===== src/rtl/hcf_pkg.sv =====
// hcf_pkg: shared state encoding and width helper for the hcf_seq engine
package hcf_pkg;
  typedef enum logic [1:0] {IDLE, CALC, DONE} state_t;
  function automatic int cw_of(input int n);
    return $clog2(2 * n + 2);
  endfunction
endpackage


===== src/rtl/hcf_step.sv =====
// hcf_step: one combinational Stein-GCD reduction step in priority order
module hcf_step
  import hcf_pkg::*;
#(
  parameter int N = 8,
  localparam int KW = $clog2(N + 1)
) (
  input  logic [N-1:0]  a,
  input  logic [N-1:0]  b,
  input  logic [KW-1:0] k,
  output logic [N-1:0]  a_nxt,
  output logic [N-1:0]  b_nxt,
  output logic [KW-1:0] k_nxt,
  output logic          eq
);
  logic ae, be, gt;
  // equal ends the loop; shared twos go into k; odd-odd subtracts the smaller and halves
  always_comb begin
    eq = a == b;
    ae = ~a[0];
    be = ~b[0];
    gt = a > b;
    a_nxt = eq ? a : ae ? a >> 1 : be ? a : gt ? (a - b) >> 1 : a;
    b_nxt = eq ? b : be ? b >> 1 : ae ? b : gt ? b : (b - a) >> 1;
    k_nxt = !eq && ae && be ? k + KW'(1) : k;
  end
endmodule


===== src/rtl/hcf_seq.sv =====
// hcf_seq: sequential binary-GCD engine with valid/ready handshakes
module hcf_seq
  import hcf_pkg::*;
#(
  parameter int N = 8,
  localparam int CW = cw_of(N),
  localparam int KW = $clog2(N + 1)
) (
  input  logic          clk,
  input  logic          rst,
  input  logic          in_valid,
  output logic          in_ready,
  input  logic [N-1:0]  in1,
  input  logic [N-1:0]  in2,
  output logic          out_valid,
  input  logic          out_ready,
  output logic [N-1:0]  hcf,
  output logic          coprime,
  output logic [CW-1:0] cycles,
  output logic          busy
);
  state_t        state;
  logic [N-1:0]  a, b, a_nxt, b_nxt, res, ored;
  logic [KW-1:0] k, k_nxt;
  logic [CW-1:0] cnt;
  logic          eq;
  hcf_step #(.N(N)) u_step (
    .a(a), .b(b), .k(k), .a_nxt(a_nxt), .b_nxt(b_nxt), .k_nxt(k_nxt), .eq(eq)
  );
  assign res       = a << k;
  assign ored      = in1 | in2;
  assign in_ready  = state == IDLE;
  assign out_valid = state == DONE;
  assign busy      = state != IDLE;
  // handshake FSM; result registers only change on entry to DONE
  always_ff @(posedge clk) begin
    if (rst) begin
      state   <= IDLE;
      a       <= '0;
      b       <= '0;
      k       <= '0;
      cnt     <= '0;
      hcf     <= '0;
      coprime <= 1'b0;
      cycles  <= '0;
    end else begin
      case (state)
        IDLE: if (in_valid) begin
          if (in1 == '0 || in2 == '0) begin
            hcf     <= ored;
            coprime <= ored == N'(1);
            cycles  <= '0;
            state   <= DONE;
          end else begin
            a     <= in1;
            b     <= in2;
            k     <= '0;
            cnt   <= '0;
            state <= CALC;
          end
        end
        CALC: begin
          cnt <= cnt + CW'(1);
          a   <= a_nxt;
          b   <= b_nxt;
          k   <= k_nxt;
          if (eq) begin
            hcf     <= res;
            coprime <= res == N'(1);
            cycles  <= cnt + CW'(1);
            state   <= DONE;
          end
        end
        DONE: if (out_ready) state <= IDLE;
        default: state <= IDLE;
      endcase
    end
  end
endmodule


===== config.mk =====
export PLATFORM = sky130hd
export DESIGN_NAME = hcf_seq
export DESIGN_NICKNAME = d
export VERILOG_FILES = /design/src/rtl/hcf_pkg.sv /design/src/rtl/hcf_step.sv /design/src/rtl/hcf_seq.sv
export SDC_FILE = /design/constraint.sdc
export NUM_CORES = 1
export LEC_CHECK = 0
export ABC_AREA = 1
export BUFFER_PORTS_ARGS = -buffer_cell sky130_fd_sc_hd__buf_2
export CAP_MARGIN = 40
export CORE_UTILIZATION = 55
export CTS_CLUSTER_DIAMETER = 40
export DETAILED_ROUTE_END_ITERATION = 16
export PLACE_DENSITY_LB_ADDON = 0.3
export SYNTH_ARGS = -nofsm -noshare
export SYNTH_HDL_FRONTEND = slang
export SYNTH_SLANG_ARGS = --single-unit

===== constraint.sdc =====
create_clock -name clk -period 3.03 [get_ports clk]
set_input_delay 0.606 -clock clk [delete_from_list [all_inputs] [get_ports clk]]
set_output_delay 0.606 -clock clk [all_outputs]
set_load 0.005 [all_outputs]

==> summary.md <==
| Metric | Value |
|---|---|
| HPWL after DPL | `6.861 mm` |
| Seq pwr share | `0.274` |
| Sw Share | `0.5040` |
| Hold Crit Start | `cnt[3]$_SDFFE_PP0P_` |
| Die X-Extent | `79.62 um` |
| Worst-Margin Slew | `0.8312 ns` |
| Cell row count | `27` |
| Setup-failing EPs final | `0` |
| Pre-CTS setup slack | `0.7123 ns` |
| Vias in the first global route | `3228` |
| Top-area cell type share of the netlist area | `0.2477` |
| Post-synthesis average cell area | `6.002 um^2` |
| Initial antenna violation count | `0` |
| Most frequent cell after synthesis | `nand2_1` |
| N_diodes | `0` |
| Syn Nets | `593` |
| Die H | `79.62 um` |
| Comb power frac | `0.586` |
| Setup TNS Final | `0 ns` |
| GRT Total Usage | `0.3021` |
| First-pass GRT wire length | `14.90 mm` |
| Post-layout util | `0.6374` |
| Slowest stage delay, CP | `0.63 ns` |
| Unrepaired setup endpoints after global routing | `false` |
| Critical path endpoint category | `flop` |
| Critical path class | `reg2reg` |
| Placeable Area | `5642 um^2` |
| F_max | `419.6 MHz` |
| Internal power | `1.436 mW` |
| Seq/Total Area, Yosys | `0.2477` |
| Via Count | `3642` |
| Post-Syn Area | `3313 um^2` |
| Crit path top cell by count | `nor2_1` |
| # clock sinks | `41` |
| Number of max-slew violations in the final report | `0` |
| Ys Warns | `0` |
| CTS Buffer Depth | `2` |
| Crit start category | `flop` |
| P_sw | `1.459 mW` |
| Clk root buf | `clkbuf_8` |
| Post-layout min period | `2.383 ns` |
| Leak | `1.787 nW` |
| Buf/Inv on CP | `1` |
| PwrDens | `805.0 nW/um^2` |
| DRT Pass-1 Iters | `5` |
| Netlist cell types | `33` |
| NumNets Final | `621` |
| Share of cells above drive strength 1 | `0.1411` |
| Dpl cell area | `3495 um^2` |
| DRC violations left | `0` |
| Max-Slew Margin vs Limit | `0.4453` |
| Worst Skew | `0.004200 ns` |
| Worst-Skew Late Latency | `0.30 ns` |
| Slowest CP cell | `dfxtp_1` |
| Final ANT Viol Nets | `0` |
| Synth top area cells | `dfxtp_1 25%, nand2_1 16%, nor2_1 11%, ha_1 7.2%, a21oi_1 6.8%` |
| DRT Wirelength | `8.857 mm` |
| Worst Hold Class | `reg2reg` |
| Final GP Congestion | `0.9867` |
| Final worst path period share | `0.7865` |
| Post-synth ARST share | `0` |
| Post-CTS setup buffer count | `0` |
| Post-synth EDFFs | `0` |
| Top cells by count, synth | `145 x nand2_1, 93 x nor2_1, 57 x inv_1` |
| Ys flop type | `dfxtp_1` |
| Top delay family on crit path | `adder cells` |
| Yosys reg bits | `41` |
| Endpoints failing hold | `0` |
| Final Power | `2.895 mW` |
| Inserted Clock Buffers | `5` |
| CP Max Fanout | `16` |
| Hold Buf Count CTS | `0` |
| Crit path cell chain | `inv_1 > ha_1 > fa_1 > nor2_1 > nor2_1 > nand2_1 > nand2_1 > nand3b_1 > a21oi_1 > nor2_1 > nor2_1` |
| Total gr overflow | `0` |
| Initial DRC count | `410` |
| Area Growth Syn to Fin | `8.535%` |
| H-tree depth | `2` |
| Pin count of the biggest net entering global routing | `30` |
| Max-cap violations | `0` |
| Arrival time worst endpoint | `2.63 ns` |
| CTS resizes | `0` |
| Final worst setup slack | `0.6468 ns` |
| # IOs | `37` |
| Vias/cell | `5.577` |
| Design area | `3596 um^2` |
| VDD IR max | `436.7 uV` |
| Port Buffer Count | `36` |
| WP data required | `3.27 ns` |
| Cells after synthesis | `552` |
| Initial Util | `0.5873` |
| Post-synth top area cell | `dfxtp_1` |
| WL/cell | `13.56 um` |
| Outcome | `complete, no violations` |
| Setup crit start | `b[0]$_SDFFE_PP0P_` |
| Clock-pin slew on the worst setup and hold paths | `0.08 ns` |
| Clock share of power | `0.140` |
| Die Area | `6339 um^2` |
| R2r startpoint | `b[0]$_SDFFE_PP0P_` |
| CTS tree | `yes` |
final timing paths:
| path | end | slack [ns] | cells after the start |
|---|---|---|---|
| max reg2reg | b[3]$_SDFFE_PP0P_ | 0.65 | 11 |
| min | cnt[3]$_SDFFE_PP0P_ | 0.46 | 2 |
| max | b[3]$_SDFFE_PP0P_ | 0.65 | 11 |
| min reg2reg | cnt[3]$_SDFFE_PP0P_ | 0.46 | 2 |
worst min-delay path, stage by stage, from the launching register on:
cell and delay [ns]:
dfxtp_1 0.31, nand2_1 0.06, a21oi_1 0.05
area by class of cell:
cell class | instances | area [um^2]
Clock buffer | 7 | 96.34
Inverter | 68 | 255.2
Tap cell | 72 | 90.09
Fill cell | 516 | 2046
Multi-Input combinational cell | 426 | 2133
Timing Repair Buffer | 38 | 195.2
Sequential cell | 41 | 820.8
Clock inverter | 1 | 5.005
placed cells by master, fill, tap and decap left out, types with 3 or more instances in the layout:
cell type,count
nand2_1,145
nor2_1,93
inv_1,57
a21oi_1,45
nand3_1,41
dfxtp_1,41
buf_2,36
o21ai_0,24
ha_1,19
o21ai_1,13
inv_2,10
nand2_2,10
clkbuf_8,7
nor2_4,5
nor2_2,4
nand3_2,4
xor2_1,4
nor3_1,3
kinds of logic (layout without fill, tap and decap cells):
logic type,count (synthesis),count (layout),share of synthesized area
AOI/OAI and AO/OA,88,88,0.1390
DFF,41,41,0.2477
xor gates and xnor gates,6,6,0.01586
buffers and inverters,85,114,0.1084
and+or+nand+nor,311,311,0.4052
adders and majority gates,21,21,0.08384
layer usage:
layer / wire (um) / part of all wire / global-route usage / vias to the layer above
li1: - / - / - / 1799
met2: 3860 / 0.44 / 0.4556 / 148
met5: 0 / 0 / 0 / -
met1: 4248 / 0.48 / 0.4339 / 1678
met3: 623 / 0.070 / 0.05371 / 17
met4: 125 / 0.014 / 0.08909 / 0
stage by stage:
step           hold slack (ns)  cells
3_3_place_gp            0.4509    645
4_1_cts                 0.4658    653
6_report                0.4638    653
2_1_floorplan           0.4344    552
5_1_grt                 0.4813    653
3_5_place_dp            0.4536    645
power groups by stage:
| stage | clock (mW) | sequential [mW] | combinational, mW |
|---|---|---|---|
| after floorplan | 0 | 0.745 | 1.34 |
| after global placement | 0 | 0.798 | 1.63 |
| after detailed placement | 0 | 0.802 | 1.66 |
| after CTS | 0.404 | 0.790 | 1.67 |
| after global routing | 0.429 | 0.812 | 1.92 |
| final | 0.406 | 0.794 | 1.70 |
registers in the layout, summed over array words and instances, names as in the netlist:
name,count
k,4
coprime,1
hcf,8
cnt,5
a,8
cycles,5
b,8
state,2
Note: power is estimated with default switching activity, not from simulation.
